**src/rtl/seg_pkg.sv**
```systemverilog
// Shared types and constants for the 7-segment scan driver.
package seg_pkg;

  typedef enum logic [1:0] {OFF, BLANK, SHOW} state_t;

  localparam logic [6:0] SEG_OFF = 7'h7F;
  localparam logic [7:0] AN_OFF  = 8'hFF;

  // Counter width able to hold n-1; at least one bit so n=1 still elaborates.
  function automatic int cnt_w(input int n);
    return (n < 2) ? 1 : $clog2(n);
  endfunction

endpackage

```
**src/rtl/hex7seg_decode.sv**
```systemverilog
// Hex nibble to active-low segments {g,f,e,d,c,b,a}; purely combinational.
module hex7seg_decode
  import seg_pkg::*;
(
  input  logic [3:0] nibble,
  output logic [6:0] seg
);

  always_comb begin
    seg = SEG_OFF;
    case (nibble)
      4'h0: seg = 7'b1000000;
      4'h1: seg = 7'b1111001;
      4'h2: seg = 7'b0100100;
      4'h3: seg = 7'b0110000;
      4'h4: seg = 7'b0011001;
      4'h5: seg = 7'b0010010;
      4'h6: seg = 7'b0000010;
      4'h7: seg = 7'b1111000;
      4'h8: seg = 7'b0000000;
      4'h9: seg = 7'b0010000;
      4'hA: seg = 7'b0001000;
      4'hB: seg = 7'b0000011;
      4'hC: seg = 7'b1000110;
      4'hD: seg = 7'b0100001;
      4'hE: seg = 7'b0000110;
      4'hF: seg = 7'b0001110;
      default: seg = SEG_OFF;
    endcase
  end

endmodule

```
**src/rtl/seg_scan_driver.sv**
```systemverilog
// Time-multiplexed 8-digit common-anode 7-segment driver with an
// all-anodes-off gap between digits to suppress ghosting.
module seg_scan_driver
  import seg_pkg::*;
#(
  parameter int DIV_COUNT    = 100000,
  parameter int BLANK_CYCLES = 16
) (
  input  logic       clk,
  input  logic       reset,
  input  logic       enable,
  input  logic [3:0] hex_in,
  input  logic [7:0] blank_mask,
  input  logic [7:0] dp_mask,
  output logic [2:0] select,
  output logic [7:0] an,
  output logic [6:0] seg,
  output logic       dp,
  output logic       frame_start
);

  localparam int DW = cnt_w(DIV_COUNT);
  localparam int BW = cnt_w(BLANK_CYCLES);
  localparam logic [DW-1:0] DIV_LAST   = DW'(DIV_COUNT - 1);
  localparam logic [BW-1:0] BLANK_LAST = BW'(BLANK_CYCLES - 1);

  state_t          state, state_nx;
  logic [DW-1:0]   div_cnt, div_cnt_nx;
  logic [BW-1:0]   blk_cnt, blk_cnt_nx;
  logic [2:0]      sel_nx;
  logic [7:0]      an_nx;
  logic [6:0]      seg_nx, dec;
  logic            dp_nx, fs_nx;
  logic            blank_done, show_done;

  hex7seg_decode u_dec (.nibble(hex_in), .seg(dec));

  assign blank_done = (state == BLANK) && (blk_cnt == BLANK_LAST);
  assign show_done  = (state == SHOW)  && (div_cnt == DIV_LAST);

  always_ff @(posedge clk or posedge reset) begin
    if (reset) state <= OFF;
    else       state <= state_nx;
  end

  always_comb begin
    state_nx = state;
    if (!enable) state_nx = OFF;
    else begin
      case (state)
        OFF:     state_nx = BLANK;
        BLANK:   if (blank_done) state_nx = SHOW;
        SHOW:    if (show_done)  state_nx = BLANK;
        default: state_nx = OFF;
      endcase
    end
  end

  // Next-value logic for the registered outputs and counters.
  // Disable wins over every counter event.
  always_comb begin
    sel_nx     = select;
    an_nx      = an;
    seg_nx     = seg;
    dp_nx      = dp;
    fs_nx      = 1'b0;
    blk_cnt_nx = blk_cnt;
    div_cnt_nx = div_cnt;
    if (!enable || state == OFF) begin
      sel_nx     = 3'd0;
      an_nx      = AN_OFF;
      seg_nx     = SEG_OFF;
      dp_nx      = 1'b1;
      blk_cnt_nx = '0;
      div_cnt_nx = '0;
    end else begin
      case (state)
        BLANK: begin
          if (blank_done) begin
            seg_nx     = dec;
            dp_nx      = ~dp_mask[select];
            an_nx      = blank_mask[select] ? AN_OFF : ~(8'b1 << select);
            fs_nx      = (select == 3'd0);
            blk_cnt_nx = '0;
            div_cnt_nx = '0;
          end else begin
            blk_cnt_nx = blk_cnt + 1'b1;
          end
        end
        SHOW: begin
          if (show_done) begin
            an_nx      = AN_OFF;
            sel_nx     = select + 3'd1;
            div_cnt_nx = '0;
          end else begin
            div_cnt_nx = div_cnt + 1'b1;
          end
        end
        default: ;
      endcase
    end
  end

  always_ff @(posedge clk or posedge reset) begin
    if (reset) begin
      select      <= 3'd0;
      an          <= AN_OFF;
      seg         <= SEG_OFF;
      dp          <= 1'b1;
      frame_start <= 1'b0;
      blk_cnt     <= '0;
      div_cnt     <= '0;
    end else begin
      select      <= sel_nx;
      an          <= an_nx;
      seg         <= seg_nx;
      dp          <= dp_nx;
      frame_start <= fs_nx;
      blk_cnt     <= blk_cnt_nx;
      div_cnt     <= div_cnt_nx;
    end
  end

endmodule

```
**config.mk**
```make
export PLATFORM = sky130hd
export DESIGN_NAME = seg_scan_driver
export DESIGN_NICKNAME = d
export VERILOG_FILES = /design/src/rtl/seg_pkg.sv /design/src/rtl/hex7seg_decode.sv /design/src/rtl/seg_scan_driver.sv
export SDC_FILE = /design/constraint.sdc
export NUM_CORES = 1
export LEC_CHECK = 0
export BUFFER_PORTS_ARGS = -buffer_cell sky130_fd_sc_hd__buf_2
export CAP_MARGIN = 20
export CORE_MARGIN = 2
export CORE_UTILIZATION = 40
export DETAILED_ROUTE_END_ITERATION = 10
export SETUP_SLACK_MARGIN = 0.3
export SLEW_MARGIN = 30
export SYNTH_ARGS = -nofsm -noshare
export SYNTH_HDL_FRONTEND = slang
export SYNTH_HIERARCHICAL = 1
export SYNTH_SLANG_ARGS = --single-unit
```
**constraint.sdc**
```tcl
create_clock -name clk -period 2.9 [get_ports clk]
set_input_delay 0.145 -clock clk [delete_from_list [all_inputs] [get_ports clk]]
set_output_delay 0.145 -clock clk [all_outputs]
set_load 0.03 [all_outputs]
```
# Word-level counts from Yosys, hierarchy flattened
# Memory sizes are Yosys's and may differ from the RTL's.
# Index checks and enable logic that the tools add are counted.
# Widths: inputs -> output; s select.
[word_totals] output_inout_bits=20 wordCells=72 regBits=43 input_bits=23 romBits=112 mem_count=1
[mem_list] memory="(no name shown)" depth=16 word_bits=7 read_ports=1 rd_clocked_by_memory_dff=0 wr=0 line_no="hex7seg_decode.sv:11" rtl="case (nibble)"
[classes] n_reduce_logical=16 n_mux=32 addsub=3 n_bitwise=2 order_cmp=1 n_eq_ne=8 shifts=1
[ops] operator="$mux 17" count=3
[ops] operator="$pmux 17 s2" count=1
[ops] operator="$mux 8" count=4
[ops] operator="$mux 7" count=3
[ops] operator="$add 17x1->17 const B" count=1
[ops] operator="$eq 17x17->1 const B" count=1
[ops] operator="$pmux 8 s2" count=1
[ops] operator="$mux 4" count=3
[ops] operator="$mux 3" count=3
[ops] operator="$mux 1" count=8
[ops] operator="$not 8->8" count=1
[ops] operator="$reduce_and 2->1" count=4
[ops] operator="$reduce_bool 2->1" count=4
[ops] operator="$shl 1x3->8 const A" count=1
[ops] operator="$bmux 1 s3" count=2
[ops] operator="$mux 2" count=3
[ops] operator="$ne 3x2->1 const B" count=2
[ops] operator="$ne 3x3->1 const B" count=2
[ops] operator="$pmux 2 s3" count=1
[ops] operator="$add 4x1->4 const B" count=1
[ops] operator="$eq 4x4->1 const B" count=1
[ops] operator="$lt 3x4->1 const B" count=1
[ops] operator="$add 3x1->3 const B" count=1
[ops] operator="$logic_not 3->1" count=1
[ops] operator="9 further kinds" count=10

# Longest topological paths before layout
[logic_depth] depth_word=6 ltp_mapped=9 ltp_nobuf=7

# Cells and area by module
# The synthesis kept the hierarchy.
[modules_own_cells] mod="seg_scan_driver" area_each_um2=2433.6 seq_area_each_um2=1096.1 cells_each=249 instances=1
[modules_own_cells] mod="hex7seg_decode" area_each_um2=275.3 seq_area_each_um2=0.0 cells_each=32 instances=1

# Worst setup path after synthesis
# OpenSTA, ideal clock, no wires.
[synth_path] kind="flip-flop to flip-flop" from="register div_cnt[0]" to="register div_cnt[15]" slack_ns=0.957 n_path_buf=3 path_stages_with_launch=10 arrival_time_ns=1.861 required_time_ns=2.818 setup_ns=0.082 synth_period_minus_slack_ns=1.943 path_cell_list="dfrtp_1 > ha_1 > and4_4 > buf_6 > and4_4 > buf_6 > nor3_4 > buf_6 > a31oi_1 > a31oi_1"
[synth_between] elab_chain_len=5 elab_cells_between_ends=6 cone_classes="add/sub: 1; eq/ne: 1; mux: 3; reduce/logical: 1"
[synth_rtl] item="start, declared" line_no="seg_scan_driver.sv:28" rtl="logic [DW-1:0] div_cnt, div_cnt_nx;"
[synth_rtl] item="start signal, assigned" line_no="seg_scan_driver.sv:120" rtl="div_cnt <= div_cnt_nx;"
[synth_rtl] item="branches (longest 2 deep; another with $add 17x1->17)"
[synth_rtl] item="$mux 17 (*)" line_no="seg_scan_driver.sv:91" rtl="if (show_done) begin"
[synth_rtl] item="$pmux 17 s2 (*)" line_no="seg_scan_driver.sv:77" rtl="case (state)"
[synth_rtl] item="$mux 17 (*)" line_no="seg_scan_driver.sv:69" rtl="if (!enable || state == OFF) begin"
# Mark *: on every way between the ends.
# A chain may end at the register's enable or synchronous reset.

# Worst setup path after layout
[layout_path] from="register state[0]" to="register div_cnt[13]"
[layout_between] elab_chain_len=5 elab_cells_between_ends=12 cone_classes="eq/ne: 3; mux: 3; reduce/logical: 6"
[layout_rtl] item="start, declared" line_no="seg_scan_driver.sv:27" rtl="state_t state, state_nx;"
[layout_rtl] item="start signal, assigned" line_no="seg_scan_driver.sv:43" rtl="else state <= state_nx;"
[layout_rtl] item="$eq 2x2->1" line_no="seg_scan_driver.sv:39, seg_scan_driver.sv:77"
[layout_rtl] item="$logic_and 1x1->1" line_no="seg_scan_driver.sv:39" rtl="assign show_done = (state == SHOW) && (div_cnt == DIV_LAST);"
[layout_rtl] item="$mux 17" line_no="seg_scan_driver.sv:91"
[layout_rtl] item="$pmux 17 s2" line_no="seg_scan_driver.sv:77"
[layout_rtl] item="$mux 17" line_no="seg_scan_driver.sv:69"
# Several ways; a longest one is shown, not always the timed one.

==> run summary <==
Hold Path Depth - 3
die area - 7446 µm²
root buf cell - clkbuf_8
initial antenna violation count - 0
Hold Path Origin - enable
leading area contributor after synthesis - dfrtp_1
largest net degree at the start of global routing - 44
Die Y - 86.29 µm
Post-CTS Setup Bufs - 0
CP required - 3120 ps
leak pwr - 1.285 nW
Core Box Area - 6459 µm²
CTS tree - yes
DRC Markers - 0
Post-Syn Nets - 323
Layout area overhead - 12.29%
first-pass GRT wire length - 9.542 mm
I/O pin count - 43
RSZ-0062 raised after global routing - no
reg2reg end - div_cnt[13]$_DFFE_PP0P_
EDFF count, synth - 0
Pwr Density - 488.9 nW/µm²
share of cells above drive strength 1 - 26.18%
clock-pin slew on the worst setup and hold paths - 80 ps
hpwl dp - 3.922 mm
Design Power - 1.487 mW
Routed Antenna Nets - 0
DR vias/cell - 5.485
clock latency on the worst-skew pair - 290 ps
type of the worst setup path - flip-flop to flip-flop
Setup crit end kind - flip-flop
fillcell total - 607
synthesized area - 2709 µm²
simple-gate area share of the yosys netlist - 20.60%
CP arrival - 2530 ps
Max Cap Viol - 0
Yosys cell types - 47
drt wl/cell - 13.81 µm
port bufs - 42
#FFs+latches synth - 43
NumNets Final - 358
Max VDD drop - 0.2516 mV
row count - 29
CP startpoint kind - flip-flop
total grt overflow - 0
RR Startpoint - state[0]$_DFFE_PP0P_
First-pass DRT Iterations - 4
worst r2r path cells - 7
share of the synthesized area in the top cell type - 24.94%
Synth async-reset ratio - 100.0%
Seq/Total Area, Yosys - 40.46%
final count of hold timing violations - 0
CTS H-tree depth - 2
CP Max Fanout - 16
DRT Wirelength - 5.441 mm
DRT iter0 DRCs - 118
compound-cell area share of the yosys netlist - 15.38%
Clock Skew - 6.601 ps
fmax - 433.2 MHz
vias in the first global route - 2042
endpoints failing setup - 0
multiplexer share of the synthesized area - 8.083%
Mean Syn Cell Area - 9.640 µm²
Hold Slack - 123.3 ps
CTS buffer count - 5
Synth area leaders - dfrtp_1, dfstp_2, ha_1
clock sinks - 43
Slew Limit Headroom - 53.62%
Hold/Removal Path Class - input port to flip-flop
fin crit period - 2308 ps
xor/xnor cell area share of the yosys netlist - 0.6467%
synth warn - 6
Die Width - 86.29 µm
status - finished clean
clk buf depth - 2
Hold Path End - state[0]$_DFFE_PP0P_
# diodes - 0
largest family of logic cells by synthesized area - simple AND/OR/NAND/NOR gates
GRT Total Usage - 15.67%
Post-Syn Instances - 281
Final GP Congestion - 0.7594
Slew @ Worst Pin - 693.5 ps
Fin Setup TNS - 0 ps
final worst-path cycle share - 79.60%
Adder-Cell Fraction of Synth Area - 8.776%
total number of vias - 2161
setup slack, reg-to-reg - 590 ps
Starting Density - 41.94%
Final Slew Violations - 0
Main synth FF type - dfrtp_1
[cell families (layout without fill, tap and decap cells)]
logic type,Yosys count,count (layout)
xor+xnor,2,2
flops,43,43
mux,15,15
compound gates,61,61
buf+inv,29,65
simple gates,112,112
fa+ha+maj,19,19
[layer usage]
metal / wire [µm] / track usage, % / up-vias / part of all wire, %
met5: 0 / 0 / - / 0
met3: 214 / 3.238 / 2 / 3.9
li1: - / - / 1099 / -
met1: 2649 / 22.06 / 1020 / 49
met2: 2546 / 24.67 / 40 / 47
met4: 29 / 4.261 / 0 / 0.53
[power breakdown]
part / internal, mW / total (mW) / leakage [nW] / switching, mW
Sequential: 0.621 / 0.638 / 0.544 / 0.0169
Combinational: 0.119 / 0.363 / 0.680 / 0.243
Clock: 0.279 / 0.487 / 0.0612 / 0.208
[worst max-delay path, cell delays in order, from the launching register on]
cell and delay (ps):
dfrtp_1 400, inv_1 80, ha_1 210, and2b_1 440, nand3_1 180, nor3_4 510, a41oi_1 210, a31oi_1 180
[synth_stat cells, types with 2 or more instances]
cell type,count
dfstp_2,16
nand2_1,40
buf_6,6
a21oi_1,13
inv_1,11
nor2_1,27
and3_1,2
o21ai_0,6
a22o_1,3
clkbuf_1,5
a41oi_1,12
ha_1,19
mux2i_1,8
a31oi_1,18
and4_4,2
nor3_1,2
mux4_2,4
nand4_1,4
dfrtp_1,27
nand3_1,18
or3_1,5
buf_2,5
o31ai_1,3
mux2_2,2
[per-stage QoR]
step	cells	setup WS (ps)	utilization [%]	cell area [µm²]
finish	394	591.7	47.09	3042
global route	394	349.5	47.09	3042
CTS	394	496.7	47.06	3039
detailed placement	385	500.8	45.08	2912
global placement	385	615.0	45.08	2912
floorplan	281	957.1	-	2709
[worst max path at each step]
stage,startpoint,endpoint,slack (ps),cells after the start
after floorplan,div_cnt[0]$_DFFE_PP0P_,div_cnt[15]$_DFFE_PP0P_,960,9
after global placement,state[0]$_DFFE_PP0P_,div_cnt[5]$_DFFE_PP0P_,620,7
after detailed placement,state[0]$_DFFE_PP0P_,div_cnt[5]$_DFFE_PP0P_,500,7
after CTS,state[0]$_DFFE_PP0P_,div_cnt[5]$_DFFE_PP0P_,500,7
after global routing,state[0]$_DFFE_PP0P_,div_cnt[16]$_DFFE_PP0P_,350,7
final,state[0]$_DFFE_PP0P_,div_cnt[13]$_DFFE_PP0P_,590,7
[registers in the layout (all words and copies together) (netlist names)]
signal	flops
blk_cnt	4
state	2
an	8
frame_start	1
dp	1
seg	7
div_cnt	17
select	3
[timing repair]
item	CTS	global route
hold buffers	1	0
endpoints found under the hold margin	19	0
gates resized for setup	0	1
endpoints found under the setup margin	0	2
[area by class of cell]
type	instances	area, µm²	area share [%]
clock buffer	6	82.58	2.715
clock inverter	2	35.03	1.152
inverter	12	45.04	1.481
multi-input combinational	209	1451	47.72
sequential	43	1096	36.03
tap	77	96.34	3.167
timing repair buffer	45	235.2	7.733
[placed cells by master (no fill, tap or decap), types with 2 or more instances in the layout]
cell / instances
buf_4: 2
and4_4: 2
mux2i_1: 8
clkbuf_8: 6
ha_1: 19
o31ai_1: 3
nor2_1: 26
mux2_2: 2
nor3_1: 2
or3_1: 5
inv_1: 11
nand4_1: 4
dfstp_2: 16
mux4_2: 4
nand3_1: 18
a41oi_1: 12
a22o_1: 3
dfrtp_1: 27
nand2_1: 40
and3_1: 2
a21oi_1: 13
a31oi_1: 18
buf_2: 42
o21ai_0: 6
Note: power is estimated with default switching activity, not from simulation.
